**src/rtl/evu_counter.sv**
```systemverilog
// Event counter behind the event mux: selects an event line, samples it and
// accumulates pulses into a wide counter with threshold/overflow status and irq.
//
// state    | meaning
// ---------+---------------------------------------------------------------
// DISABLED | en=0, counter holds
// SETTLE   | waiting for mux output and event_q to reflect the new select
// COUNTING | pulses increment the counter (frozen while debug_mode_i=1)
// HALTED   | threshold reached with stop_on_thr, counter holds
module evu_counter #(
    parameter int CNT_WIDTH = 64,
    parameter int SEL_WIDTH = 4
) (
    input  logic                 clk_i,
    input  logic                 rst_i,
    input  logic                 evu_event_i,
    output logic [SEL_WIDTH-1:0] sel_line_o,
    input  logic                 debug_mode_i,
    input  logic [1:0]           csr_addr_i,
    input  logic                 csr_we_i,
    input  logic                 csr_re_i,
    input  logic [CNT_WIDTH-1:0] csr_wdata_i,
    output logic [CNT_WIDTH-1:0] csr_rdata_o,
    output logic                 csr_rvalid_o,
    output logic                 irq_o
);

    localparam int CTRL_W = 4 + SEL_WIDTH;

    localparam logic [1:0] ADDR_CTRL   = 2'd0;
    localparam logic [1:0] ADDR_COUNT  = 2'd1;
    localparam logic [1:0] ADDR_THRESH = 2'd2;
    localparam logic [1:0] ADDR_STATUS = 2'd3;

    localparam logic [1:0] SETTLE_LOAD = 2'd2;
    localparam logic [1:0] SETTLE_TC   = 2'd1;

    typedef enum logic [1:0] {
        DISABLED = 2'd0,
        SETTLE   = 2'd1,
        COUNTING = 2'd2,
        HALTED   = 2'd3
    } state_t;

    state_t state_q, state_d;
    logic [1:0] settle_q, settle_d;

    logic [CTRL_W-1:0]    ctrl_q, ctrl_d;
    logic [CNT_WIDTH-1:0] count_q, count_d;
    logic [CNT_WIDTH-1:0] thresh_q, thresh_d;
    logic [1:0]           status_q, status_d;
    logic                 event_q;

    logic wr_ctrl, wr_count, wr_thresh, wr_status;
    logic en_d, edge_mode, irq_en, stop_on_thr;
    logic [SEL_WIDTH-1:0] sel_q;
    logic sel_change, pulse, inc_fire, thr_set, ovf_set, thr_clr;
    logic [CNT_WIDTH-1:0] count_inc;
    logic [1:0] status_clr;
    logic [CNT_WIDTH-1:0] rd_mux;

    assign wr_ctrl   = csr_we_i && (csr_addr_i == ADDR_CTRL);
    assign wr_count  = csr_we_i && (csr_addr_i == ADDR_COUNT);
    assign wr_thresh = csr_we_i && (csr_addr_i == ADDR_THRESH);
    assign wr_status = csr_we_i && (csr_addr_i == ADDR_STATUS);

    assign ctrl_d      = wr_ctrl ? csr_wdata_i[CTRL_W-1:0] : ctrl_q;
    assign en_d        = ctrl_d[0];
    assign edge_mode   = ctrl_q[1];
    assign irq_en      = ctrl_q[2];
    assign stop_on_thr = ctrl_q[3];
    assign sel_q       = ctrl_q[4 +: SEL_WIDTH];
    assign sel_change  = wr_ctrl && (csr_wdata_i[4 +: SEL_WIDTH] != sel_q);

    assign pulse = edge_mode ? (evu_event_i & ~event_q) : evu_event_i;

    // A COUNT write owns the cycle: the discarded increment must not flag status.
    assign inc_fire  = (state_q == COUNTING) && pulse && !debug_mode_i && !wr_count;
    assign count_inc = count_q + CNT_WIDTH'(1);
    assign thr_set   = inc_fire && (thresh_q != '0) && (count_inc == thresh_q);
    assign ovf_set   = inc_fire && (count_inc == '0);

    assign count_d  = wr_count ? csr_wdata_i : (inc_fire ? count_inc : count_q);
    assign thresh_d = wr_thresh ? csr_wdata_i : thresh_q;

    // New sets are OR-ed in after the clear so a coincident set wins.
    assign status_clr = wr_status ? csr_wdata_i[1:0] : 2'b00;
    assign status_d   = (status_q & ~status_clr) | {ovf_set, thr_set};
    assign thr_clr    = wr_status && csr_wdata_i[0] && status_q[0];

    always_comb begin
        state_d  = state_q;
        settle_d = settle_q;
        case (state_q)
            DISABLED: begin
                if (en_d) begin
                    state_d  = SETTLE;
                    settle_d = SETTLE_LOAD;
                end
            end
            SETTLE: begin
                if (!en_d) begin
                    state_d = DISABLED;
                end else if (sel_change) begin
                    settle_d = SETTLE_LOAD;
                end else if (settle_q == SETTLE_TC) begin
                    state_d = COUNTING;
                end else begin
                    settle_d = settle_q - 2'd1;
                end
            end
            COUNTING: begin
                if (!en_d) begin
                    state_d = DISABLED;
                end else if (sel_change) begin
                    state_d  = SETTLE;
                    settle_d = SETTLE_LOAD;
                end else if (thr_set && stop_on_thr) begin
                    state_d = HALTED;
                end
            end
            HALTED: begin
                if (!en_d) begin
                    state_d = DISABLED;
                end else if (thr_clr) begin
                    state_d  = SETTLE;
                    settle_d = SETTLE_LOAD;
                end
            end
            default: state_d = DISABLED;
        endcase
    end

    always_comb begin
        rd_mux = '0;
        case (csr_addr_i)
            ADDR_CTRL:   rd_mux = CNT_WIDTH'(ctrl_q);
            ADDR_COUNT:  rd_mux = count_q;
            ADDR_THRESH: rd_mux = thresh_q;
            ADDR_STATUS: rd_mux = CNT_WIDTH'(status_q);
            default:     rd_mux = '0;
        endcase
    end

    always_ff @(posedge clk_i) begin
        if (rst_i) begin
            state_q      <= DISABLED;
            settle_q     <= 2'd0;
            ctrl_q       <= '0;
            count_q      <= '0;
            thresh_q     <= '0;
            status_q     <= 2'b00;
            event_q      <= 1'b0;
            sel_line_o   <= '0;
            csr_rdata_o  <= '0;
            csr_rvalid_o <= 1'b0;
            irq_o        <= 1'b0;
        end else begin
            state_q      <= state_d;
            settle_q     <= settle_d;
            ctrl_q       <= ctrl_d;
            count_q      <= count_d;
            thresh_q     <= thresh_d;
            status_q     <= status_d;
            event_q      <= evu_event_i;
            sel_line_o   <= sel_q;
            csr_rvalid_o <= csr_re_i;
            irq_o        <= irq_en & (|status_q);
            if (csr_re_i) begin
                csr_rdata_o <= rd_mux;
            end
        end
    end

endmodule

```
**config.mk**
```make
export PLATFORM = sky130hd
export DESIGN_NAME = evu_counter
export DESIGN_NICKNAME = d
export VERILOG_FILES = /design/src/rtl/evu_counter.sv
export SDC_FILE = /design/constraint.sdc
export NUM_CORES = 1
export LEC_CHECK = 0
export BUFFER_PORTS_ARGS = -buffer_cell sky130_fd_sc_hd__buf_2
export CAP_MARGIN = 30
export CORE_MARGIN = 2
export CORE_UTILIZATION = 60
export CTS_CLUSTER_SIZE = 16
export DETAILED_ROUTE_END_ITERATION = 8
export HOLD_SLACK_MARGIN = 0.08
export PLACE_DENSITY_LB_ADDON = 0.2
export SKIP_LAST_GASP = 1
export SYNTH_ARGS = -nofsm -noshare
export SYNTH_HDL_FRONTEND = slang
export SYNTH_SLANG_ARGS = --single-unit
```
**constraint.sdc**
```tcl
create_clock -name clk_i -period 4.8 [get_ports clk_i]
set_clock_uncertainty 0.2 [all_clocks]
set_input_delay 0.48 -clock clk_i [delete_from_list [all_inputs] [get_ports clk_i]]
set_output_delay 0.48 -clock clk_i [all_outputs]
set_load 0.02 [all_outputs]
```
== Word level (Yosys, flattened, before mapping) ==
Index checks and enable logic that the tools add are counted.

* Flip-flop bits (word level): 213
* Bits of input ports: 72
* Output and inout bits: 70
* Word-level logic and storage cells: 89

* Add/sub/neg operators: 2
* Equality and inequality tests: 20
* Multiplexer cells: 25
* Bitwise logic cells: 6
* Reduce and logical (&&, ||, !) cells: 24

{| class="wikitable"
|+ Operators by type and width
! cell !! number
|-
| case mux 64 bit (4 select lines) || 1
|-
| two-way mux 64 bit || 2
|-
| adder 64 x 1 -> 64 bit (second input constant) || 1
|-
| == test 64 bit || 1
|-
| zero test 64 bit || 1
|-
| nonzero test 64 bit || 1
|-
| two-way mux 2 bit || 18
|-
| case mux 2 bit (4 select lines) || 2
|-
| logical AND 1 bit || 14
|-
| inequality test 2 bit (second input constant) || 6
|-
| inequality test 3 bit (second input constant) || 4
|-
| == test 2 bit (second input constant) || 4
|-
| AND reduction 7 bit || 1
|-
| == test 2 x 1 -> 1 bit (second input constant) || 3
|-
| AND reduction 5 bit || 1
|-
| zero test 2 bit || 2
|-
| inequality test 4 x 3 -> 1 bit (second input constant) || 1
|-
| inequality test 4 bit || 1
|-
| bitwise AND 1 bit || 2
|-
| bitwise AND 2 bit || 1
|-
| zero test 1 bit || 2
|-
| two-way mux 1 bit || 2
|-
| inverter 2 bit || 1
|-
| bitwise OR 2 bit || 1
|-
| other kinds (4) || 4
|}

== Depth between registers and ports, before layout ==
Gate-level depths: netlist (run 1).

* Word-level depth: 13
* Depth in mapped cells: 13
* Gate-level depth less buffers: 10

== Worst setup path after synthesis (run 1) ==
OpenSTA, ideal clock, no wires.

* Kind: flip-flop to flip-flop
* Start point: register count_q[0]
* End point: register state_q[0]
* Setup time: 0.074 ns
* Arrival: 3.596 ns
* Required time: 4.526 ns
* Setup slack: 0.930 ns
* Stages on the path, launching flop included: 13
* Buffers on the path: 2
* Period minus slack after synthesis: 3.870 ns
* Cells stage by stage: dfxtp_1 -> ha_1 -> buf_4 -> nand3_4 -> or4b_4 -> or4b_1 -> buf_2 -> or3_4 -> a211o_1 -> or4_4 -> nor4_2 -> nand4_1 -> a31oi_1

* Cells in the longest elaborated chain, start to end: 6

{| class="wikitable"
|+ RTL lines
! item !! RTL line !! source
|-
| from (decl) || 49 || <nowiki>logic [CNT_WIDTH-1:0] count_q, count_d;</nowiki>
|-
| from (signal assigned) || 162 || <nowiki>count_q <= count_d;</nowiki>
|-
| adder 64 x 1 -> 64 bit || 79 || <nowiki>assign count_inc = count_q + CNT_WIDTH'(1);</nowiki>
|-
| == test 64 bit || 80 || <nowiki>assign thr_set = inc_fire && (thresh_q != '0) && (count_inc == thresh_q);</nowiki>
|-
| logical AND 1 bit || 80 ||
|-
| logical AND 1 bit || 118 || <nowiki>end else if (thr_set && stop_on_thr) begin</nowiki>
|-
| inequality test 4 x 3 -> 1 bit (no line) || -- ||
|-
| AND reduction 5 bit (no line) || -- ||
|-
| to (signal assigned) || 159 || <nowiki>state_q <= state_d;</nowiki>
|-
| to (decl) || 45 || <nowiki>state_t state_q, state_d;</nowiki>
|}

No other way between the ends.
A chain may end at the register's enable or synchronous reset.

== Worst setup path in the final report (run 1) ==
* Start point: register count_q[1]
* End point: register state_q[0]

Same word-level chain as after synthesis.

==> results of run 1 <==
[report_power, final]
part | internal [W] | switching, W | leakage [nW]
logic | 0.000257 | 0.000376 | 3.11
registers | 0.00185 | 0.000119 | 1.74
clock network | 0.00100 | 0.000716 | 0.359
[synthesized netlist by cell type, types with 8 or more instances]
cell type  count
a311oi_1      13
nor2_1       196
mux2i_1       16
nor3b_1        8
nor3_1        42
nor4_1        59
nor2b_1       14
a22oi_1       56
or3_1         20
nand4_1       66
xor2_1        65
and3_1        12
nand2_1      202
a211oi_1     118
nand3_1       37
or4_1         12
dfxtp_1      213
a21oi_1       89
buf_1         13
clkbuf_1     138
o21ai_0       28
xnor2_1       94
inv_1         14
and4_1        15
and2_1        13
nand2b_1       8
[cells by family after synthesis]
logic type	count (synthesis)	share of synthesized area [%]
AND/OR/NAND/NOR	731	28.7
AO/OA/AOI/OAI	349	18.7
flip-flops	213	33.7
buffers and inverters	170	5.17
XOR/XNOR	164	11.9
multiplexers	18	1.62
adder cells (fa/ha/maj)	3	0.296
[metal layers]
layer  track usage, %  up-vias  share of wire (%)
met1             58.1     6503                 40
met5                0        -                  0
met3             7.00      145                 10
li1                 -     6215                  -
met2             71.2      907                 46
met4             14.9        0                3.7
[worst min-delay path, stage by stage]
cell and delay [ns]:
buf_2 0.13, nand2_1 0.08, a21oi_1 0.07
[registers in the layout (all words and copies together), names as in the netlist]
signal        cells
count_q          64
sel_line_o        4
csr_rvalid_o      1
thresh_q         64
irq_o             1
csr_rdata_o      64
event_q           1
status_q          2
settle_q          2
state_q           2
ctrl_q            8
[final timing paths]
kind,from,cells past startpoint,end,slack (ns)
worst max-delay path,count_q[1],10,state_q[0],0.35
worst min-delay path,csr_wdata_i[4],3,thresh_q[4],0.11
worst max register to register,count_q[1],10,state_q[0],0.35
worst min register to register,csr_rdata_o[12],2,csr_rdata_o[12],0.28
[stage by stage]
stage / util, % / setup WS (ns) / instances / power, W / hold slack (ns)
finish: 71.4 / 0.348 / 2066 / 0.00432 / 0.108
global placement: 64.9 / 0.516 / 1963 / 0.00254 / 0.269
floorplan: - / 0.930 / 1648 / 0.00235 / 0.255
CTS: 71.4 / 0.365 / 2066 / 0.00428 / 0.103
global route: 71.4 / 0.108 / 2066 / 0.00443 / 0.114
detailed placement: 64.9 / 0.396 / 1963 / 0.00256 / 0.275
[final cells by class]
type | instances | area (um2)
inverters | 14 | 52.6
clock inverters | 6 | 55.1
clock buffers | 33 | 663
fillers | 1545 | 5970
well taps | 275 | 344
flip-flops and latches | 213 | 4260
multi-input cells | 1265 | 7770
repair buffers | 260 | 1770
==> summary.md, run 1 <==
| Metric | Value |
|---|---|
| Status | `finished clean` |
| Largest net degree at the start of global routing | `119` |
| Max-slew violation count | `0` |
| Fmax | `225 MHz` |
| Max incr delay on CP | `0.61 ns` |
| Synth unique cells | `69` |
| Warnings, synthesis | `0` |
| Clock slew at reported path FFs | `0.06 ns` |
| Initial DRT Pass Iterations | `7` |
| # Post-CTS Setup Buffers | `0` |
| Rows | `53` |
| CTS tree | `done` |
| Gr usage total | `43.4%` |
| Critical Path End Type | `register` |
| Grt ovf | `0` |
| Port-buffer cells | `141` |
| WP buf/inv | `0` |
| CP Data Required Time | `5.04 ns` |
| Starting Density | `60.7%` |
| Diodes inserted | `0` |
| Vias | `13800` |
| Final hold violation count | `0` |
| Crit share post-route | `92.7%` |
| Post-CTS sizing | `0` |
| Wire per inst | `24.0 um` |
| Core box area | `20900 um2` |
| Synth Instances | `1648` |
| Highest-delay cell along the critical path | `or4b_4` |
| Vias in the first global route | `13100` |
| Placed Instance Area | `13600 um2` |
| RSZ-0062 raised after global routing | `no` |
| Clk sink count | `213` |
| Clk_lat worst skew | `0.53 ns` |
| Post-synth top area share | `33.7%` |
| Worst-path cell chain | `ha_1 -> nand3_4 -> or4b_4 -> or4b_1 -> or3_4 -> a211o_1 -> or4_4 -> nor4_2 -> nand4_1 -> a31oi_1` |
| Avg Synthesized Cell Area | `7.69 um2` |
| Setup TNS | `0 ns` |
| Crit-path max FO | `11` |
| Syn nets | `1723` |
| Via-per-instance ratio | `6.67` |
| Fin crit period | `4.45 ns` |
| Die area | `22300 um2` |
| Initial DRC Count | `1879` |
| Dpl hpwl | `33800 um` |
| WP data arrival | `4.69 ns` |
| Post-synthesis sequential area ratio | `33.7%` |
| Htree depth | `1` |
| Worst vdd ir | `0.000294 V` |
| DRT Wirelength | `49600 um` |
| Yosys top cell by area | `dfxtp_1` |
| DIE HEIGHT | `149 um` |
| Top post-synthesis cells by area | `dfxtp_1, a211oi_1, xnor2_1` |
| Slew Limit Headroom | `32.4%` |
| Worst Hold Class | `primary input to register` |
| Post-synth top flop | `dfxtp_1` |
| Number of flops mapped to enable cells by yosys | `0` |
| CP Launch Type | `register` |
| Commonest non-fill, non-tap cell in the layout | `dfxtp_1` |
| Setup violations, final | `0` |
| Maximum clock path buffer count | `3` |
| Antenna Nets Post-Route | `0` |
| Max-cap violations | `0` |
| Layout area overhead | `17.7%` |
| Pwr Density | `289 nW/um2` |
| Most frequent cells in the layout | `dfxtp_1, nand2_1, nor2_1` |
| NumNets Final | `1851` |
| Hold buffer count at CTS | `64` |
| Mapped Area | `12700 um2` |
| Post-synth ARST share | `0%` |
| Worst Max-Slew Pin Slew | `1.01 ns` |
| CTS Buf Count | `22` |
| Seq cells post-synth | `213` |
| Die Wd | `149 um` |
| I/O pins | `142` |
| Initial antenna violation count | `0` |
| Routability cong. | `1.12` |
| Final instance area | `14900 um2` |
| Leakage | `5.21 nW` |
| Residual DRC count | `0` |
| Global-route wire length before repair | `75500 um` |
| Clock Tree Root | `clkbuf_16` |
| Delay-heaviest family, CP | `simple AND/OR/NAND/NOR gates` |
| Fraction of layout instances using a drive strength above 1 | `14.0%` |
| Critical setup path kind | `register to register` |
No activity file was read; power rests on OpenSTA's default activity.
==> run 2: changes to the inputs <==
- CORE_UTILIZATION: 60 -> 54
- clock period: 4.8 -> 3.72 ns (I/O delays scaled with it)
==> run 2 against run 1 <==
Net effect:
- clock power increased by 32%
- die area increased by 11%
- register-to-register slack got worse by 0.29 ns
- sequential power increased by 26%
- sequential share of layout area decreased by 1.9 points
- first-iteration DRC count decreased by 19%
- flip-flop and latch count unchanged
- cell count increased by 7.6%
- critical endpoint is now status_q[1]
==> summary.md, run 2 (synthesis results as in run 1) <==
| Metric | Value |
|---|---|
| GR Layer Usage met2 | `65.3% (was 71.2%)` |
| CTS tree | `done (unchanged)` |
| Die area | `24700 um2 (was 22300 um2)` |
| Met3 usage | `6.39% (was 7.00%)` |
| Fraction of layout instances using a drive strength above 1 | `20.0% (was 14.0%)` |
| Layout area overhead | `26.3% (was 17.7%)` |
| Status | `finished clean (unchanged)` |
| Vias | `14000 (was 13800)` |
| Global-route wire length before repair | `76300 um (was 75500 um)` |
| Crit share post-route | `98.4% (was 92.7%)` |
| DIE HEIGHT | `157 um (was 149 um)` |
| Clock slew at reported path FFs | `0.07 ns (was 0.06 ns)` |
| Starting Density | `54.5% (was 60.7%)` |
| Clk_lat worst skew | `0.52 ns (was 0.53 ns)` |
| CP Launch Type | `register (unchanged)` |
| Residual DRC count | `0 (unchanged)` |
| Critical Path End Type | `register (unchanged)` |
| Maximum clock path buffer count | `3 (unchanged)` |
| Clock Tree Root | `clkbuf_16 (unchanged)` |
| Htree depth | `1 (unchanged)` |
| Gr usage total | `40.0% (was 43.4%)` |
| RSZ-0062 raised after global routing | `yes (was no)` |
| CP Data Required Time | `3.96 ns (was 5.04 ns)` |
| Grt ovf | `0 (unchanged)` |
| Worst vdd ir | `0.000476 V (was 0.000294 V)` |
| Cells after DPL | `2111 (was 1963)` |
| Placed Instance Area | `14400 um2 (was 13600 um2)` |
| Worst Max-Slew Pin Slew | `1.04 ns (was 1.01 ns)` |
| Critical setup path kind | `register to register (unchanged)` |
| Wire per inst | `22.7 um (was 24.0 um)` |
| DRT Wirelength | `50500 um (was 49600 um)` |
| Initial antenna violation count | `0 (unchanged)` |
| I/O pins | `142 (unchanged)` |
| CTS Buf Count | `22 (unchanged)` |
| Fillcell total | `1988 (was 1545)` |
| Crit-path max FO | `10 (was 11)` |
| Largest net degree at the start of global routing | `128 (was 119)` |
| Fin crit period | `3.66 ns (was 4.45 ns)` |
| Delay-heaviest family, CP | `simple AND/OR/NAND/NOR gates (unchanged)` |
| Rows | `56 (was 53)` |
| Antenna Nets Post-Route | `0 (unchanged)` |
| Worst Hold Class | `primary input to register (unchanged)` |
| Die Wd | `157 um (was 149 um)` |
| Pwr Density | `355 nW/um2 (was 289 nW/um2)` |
| WP buf/inv | `2 (was 0)` |
| NumNets Final | `1962 (was 1851)` |
| Clk sink count | `213 (unchanged)` |
| Highest-delay cell along the critical path | `or4_1 (was or4b_4)` |
| Dpl hpwl | `36300 um (was 33800 um)` |
| Most frequent cells in the layout | `dfxtp_1, nand2_1, nor2_1 (unchanged)` |
| Diodes inserted | `0 (unchanged)` |
| Leakage | `5.80 nW (was 5.21 nW)` |
| Vias in the first global route | `13100 (about the same)` |
| Top Registers | `count_q x64, csr_rdata_o x64, thresh_q x64 (unchanged)` |
| Final hold violation count | `0 (unchanged)` |
| Routability cong. | `1.11 (was 1.12)` |
| Max incr delay on CP | `0.55 ns (was 0.61 ns)` |
| Max-slew violation count | `0 (unchanged)` |
| Via-per-instance ratio | `6.31 (was 6.67)` |
| Fin cells | `2222 (was 2066)` |
| Worst-path cell chain | `buf_4 -> nand4_1 -> or4_1 -> buf_4 -> nor3_1 -> xnor2_1 -> o21ai_0 -> nor4_2 -> nand4_1 -> or4_1 -> o31ai_2 (was ha_1 -> nand3_4 -> or4b_4 -> or4b_1 -> or3_4 -> a211o_1 -> or4_4 -> nor4_2 -> nand4_1 -> a31oi_1)` |
| Fmax | `273 MHz (was 225 MHz)` |
| Slew Limit Headroom | `30.5% (was 32.4%)` |
| GRT Max-Usage Layer | `met2 (unchanged)` |
| Initial DRC Count | `1531 (was 1879)` |
| GR Util met1 | `54.7% (was 58.1%)` |
| Final instance area | `16000 um2 (was 14900 um2)` |
| Setup violations, final | `0 (unchanged)` |
| Max-cap violations | `0 (unchanged)` |
| Commonest non-fill, non-tap cell in the layout | `dfxtp_1 (unchanged)` |
| Port-buffer cells | `141 (unchanged)` |
| Design Power | `0.00569 W (was 0.00432 W)` |
| WP data arrival | `3.90 ns (was 4.69 ns)` |
| Core box area | `23300 um2 (was 20900 um2)` |
| Initial DRT Pass Iterations | `5 (was 7)` |
run 2: changes by cell type in the layout (fill, tap and decap cells not counted), moves of 4 or more:
cell / before / now
nor4_1: 59 / 53
dfxtp_2: 0 / 4
buf_6: 1 / 5
buf_4: 56 / 158
nor4_2: 2 / 7
dfxtp_1: 213 / 209
run 2: power by group:
group / leakage, nW / total (W) / internal (W) / switching, W
sequential: 1.74 / 0.00249 / 0.00238 / 0.000111
clock: 0.373 / 0.00227 / 0.00136 / 0.000915
combinational: 3.68 / 0.000919 / 0.000380 / 0.000539
total: 5.80 / 0.00569 / 0.00412 / 0.00156
run 2: metrics by stage:
stage | TNS [ns] | util [%] | setup WS, ns | hold slack, ns
final | 0 | 68.8 | 0.0577 | 0.130
after detailed placement | -0.00666 | 62.1 | -0.00666 | 0.274
after CTS | 0 | 68.2 | 0.0202 | 0.110
after global routing | -0.0674 | 68.8 | -0.0486 | 0.147
after floorplan | -0.0147 | - | -0.0147 | 0.255
after global placement | 0 | 62.1 | 0.0653 | 0.267
run 2: final cells by class:
class                           count  area, um2  area share (%)
Clock buffer                       36        704            4.40
Clock inverter                      4       45.0           0.282
Inverter                           14       52.6           0.328
Multi-Input combinational cell   1265       7870            49.2
Sequential cell                   213       4270            26.7
Tap cell                          319        399            2.49
Timing Repair Buffer              371       2660            16.6
run 2: worst paths after layout:
check | from | slack [ns] | endpoint | cells after the start
min reg2reg | csr_rdata_o[44] | 0.28 | csr_rdata_o[44] | 2
min | csr_we_i | 0.13 | status_q[1] | 4
max reg2reg | count_q[7] | 0.06 | status_q[1] | 11
max | count_q[7] | 0.06 | status_q[1] | 11
run 2: per-layer routing:
layer  vias to the layer above  routed length, um
met1                      6637              20800
met3                       120               5120
met2                       841              23100
met5                         -                  0
li1                       6429                  -
met4                         0               1540
run 2: repair_timing:
action / in CTS / in global routing
hold buffers: 66 / 0
hold endpoints to repair: 143 / 0
setup endpoints to repair: 1 / 3
buffers inserted: 1 / 4
pin swaps: 4 / 8
resized for setup: 2 / 22
run 2: worst min-delay path, cell delays in order:
cell and delay (ns):
buf_2 0.15, nand4_1 0.11, nand3b_1 0.11, o31ai_2 0.07
==> run 3: changes to the inputs <==
- CORE_UTILIZATION: 54 -> 28
==> run 3 against run 2 <==
Net effect:
- total power up 2.8%
- sequential power about the same
- worst setup slack got worse by 0.048 ns
- highest routed layer unchanged
- sequential share of layout area is 1.5 points lower
- largest cell class unchanged
==> summary.md, run 3 (synthesis results as in run 1) <==
| Metric | Value |
|---|---|
| Status | `finished clean (unchanged)` |
| Routability cong. | `0.976 (was 1.11)` |
| Die Wd | `217 um (was 157 um)` |
| Initial antenna violation count | `1 (was 0)` |
| Final Util | `38.2% (was 68.8%)` |
| Gr usage total | `23.8% (was 40.0%)` |
| Critical Path End Type | `register (unchanged)` |
| Fmax | `270 MHz (was 273 MHz)` |
| Starting Density | `28.5% (was 54.5%)` |
| Antenna Nets Post-Route | `0 (unchanged)` |
| Wire per inst | `22.3 um (was 22.7 um)` |
| CP Data Required Time | `3.97 ns (was 3.96 ns)` |
| Fin crit period | `3.71 ns (was 3.66 ns)` |
| Slew Limit Headroom | `34.6% (was 30.5%)` |
| Hold path start | `csr_we_i (unchanged)` |
| Setup slack, reg-to-reg | `0.01 ns (was 0.06 ns)` |
| Cells after DPL | `2448 (was 2111)` |
| Highest-delay cell along the critical path | `or4b_4 (was or4_1)` |
| Fin cells | `2561 (was 2222)` |
| Max-cap violations | `0 (unchanged)` |
| Fillcell total | `4680 (was 1988)` |
| Worst Hold Class | `primary input to register (unchanged)` |
| Initial DRC Count | `1095 (was 1531)` |
| Htree depth | `1 (unchanged)` |
| DIE HEIGHT | `217 um (was 157 um)` |
| Worst-path cell chain | `ha_4 -> nand3_4 -> or4b_4 -> or4b_4 -> or3_4 -> xor2_1 -> nand4_1 -> or4_4 -> or4_4 -> o31ai_1 (was buf_4 -> nand4_1 -> or4_1 -> buf_4 -> nor3_1 -> xnor2_1 -> o21ai_0 -> nor4_2 -> nand4_1 -> or4_1 -> o31ai_2)` |
| Setup violations, final | `0 (unchanged)` |
| Port-buffer cells | `141 (unchanged)` |
| Dpl hpwl | `43600 um (was 36300 um)` |
| Initial DRT Pass Iterations | `5 (unchanged)` |
| Layout area overhead | `34.0% (was 26.3%)` |
| Crit-path max FO | `4 (was 10)` |
| Grt ovf | `0 (unchanged)` |
| Pwr Density | `344 nW/um2 (was 355 nW/um2)` |
| WP data arrival | `3.96 ns (was 3.90 ns)` |
| R2r endpoint | `status_q[1] (unchanged)` |
| Final setup margin | `0.00981 ns (was 0.0577 ns)` |
| Via-per-instance ratio | `5.37 (was 6.31)` |
| CTS Buf Count | `25 (was 22)` |
| Fraction of layout instances using a drive strength above 1 | `23.3% (was 20.0%)` |
| Residual DRC count | `0 (unchanged)` |
| Die area | `47000 um2 (was 24700 um2)` |
| Clock slew at reported path FFs | `0.06 ns (was 0.07 ns)` |
| DP Worst Slack | `-0.615 ns (was -0.00666 ns)` |
| CTS tree | `done (unchanged)` |
| I/O pins | `142 (unchanged)` |
| Max-slew violation count | `0 (unchanged)` |
| Rows | `77 (was 56)` |
| R2R Path Start | `count_q[1] (was count_q[7])` |
| Leakage | `6.16 nW (was 5.80 nW)` |
| Vias in the first global route | `13500 (was 13100)` |
| NumNets Final | `2030 (was 1962)` |
| Core box area | `44400 um2 (was 23300 um2)` |
| DRT Wirelength | `57000 um (was 50500 um)` |
| Hold_ws | `0.127 ns (was 0.130 ns)` |
| Maximum clock path buffer count | `3 (unchanged)` |
| Final hold violation count | `0 (unchanged)` |
| Hold depth | `4 (unchanged)` |
| Clk sink count | `213 (unchanged)` |
| Critical setup path kind | `register to register (unchanged)` |
| Hold EP | `status_q[1] (unchanged)` |
| Worst Max-Slew Pin Slew | `0.981 ns (was 1.04 ns)` |
| FF-to-FF path depth | `10 (was 11)` |
| Most frequent cells in the layout | `buf_4, dfxtp_1, nand2_1 (was dfxtp_1, nand2_1, nor2_1)` |
| Largest net degree at the start of global routing | `128 (unchanged)` |
| Max incr delay on CP | `0.57 ns (was 0.55 ns)` |
| Crit share post-route | `99.7% (was 98.4%)` |
| Top Registers | `count_q x64, csr_rdata_o x64, thresh_q x64 (unchanged)` |
| Clk_lat worst skew | `0.54 ns (was 0.52 ns)` |
| Commonest non-fill, non-tap cell in the layout | `buf_4 (was dfxtp_1)` |
| Clock Tree Root | `clkbuf_16 (unchanged)` |
| Global-route wire length before repair | `86100 um (was 76300 um)` |
| Vias | `13700 (was 14000)` |
| CP Launch Type | `register (unchanged)` |
| RSZ-0062 raised after global routing | `yes (unchanged)` |
| Worst vdd ir | `0.000260 V (was 0.000476 V)` |
[run 3: cell count changes in the layout (fill, tap and decap cells not counted), sizes merged]
cell	change
buf	+62
dlygate4sd3	+3
clkbuf	-1
bufinv	+1
diode	+1
[run 3: worst max path at each step]
stage	start	end	slack (ns)	cells past startpoint
detailed placement	count_q[4]	state_q[0]	-0.62	12
global placement	count_q[38]	state_q[0]	-0.55	12
global route	count_q[4]	status_q[1]	-0.06	9
finish	count_q[1]	status_q[1]	0.01	10
floorplan	count_q[1]	status_q[1]	-0.01	12
CTS	count_q[1]	state_q[0]	-0.04	10
[run 3: cell type report]
type	count	area, um2	area share, %
clock inverters	5	75.1	0.442
clock buffers	35	683	4.03
repair buffers	436	3140	18.5
multi-input cells	1265	8000	47.1
flip-flops and latches	213	4270	25.2
well taps	592	741	4.36
diodes	1	2.50	0.0147
inverters	14	52.6	0.310
[run 3: stage by stage]
stage	instance area, um2	TNS [ns]	power, W
after floorplan	12700	-0.0147	0.00303
after detailed placement	15300	-1.23	0.00343
after CTS	16800	-0.0565	0.00591
final	17000	0	0.00584
after global routing	17000	-0.112	0.00610
after global placement	15300	-1.18	0.00342
[run 3: routing by layer]
layer	global-route usage, %	vias to the layer above	wire (um)
li1	-	6573	-
met1	33.8	6713	27000
met2	38.8	392	26100
met3	2.29	67	2770
met4	5.71	0	1160
met5	0	-	0
[run 3: power breakdown]
group          switching, W  total, W  internal (W)
combinational      0.000555  0.000964      0.000409
sequential         0.000110   0.00249       0.00238
clock              0.000985   0.00239       0.00140
total               0.00165   0.00584       0.00419
[run 3: what timing repair did]
item / 4_1_cts / 5_1_grt
endpoints found under the setup margin: 3 / 3
hold buffers: 69 / 0
buffers inserted: 0 / 3
gates resized for setup: 17 / 30
pin swaps: 7 / 11
hold endpoints to repair: 156 / 0
[run 3: critical path, delay by kind of cell, from the launching register on]
kind / cells / cell delay (ns)
AND/OR/NAND/NOR: 7 / 2.59
flip-flops: 1 / 0.35
AO/OA/AOI/OAI: 1 / 0.19
adder cells (fa/ha/maj): 1 / 0.15
XOR/XNOR: 1 / 0.14
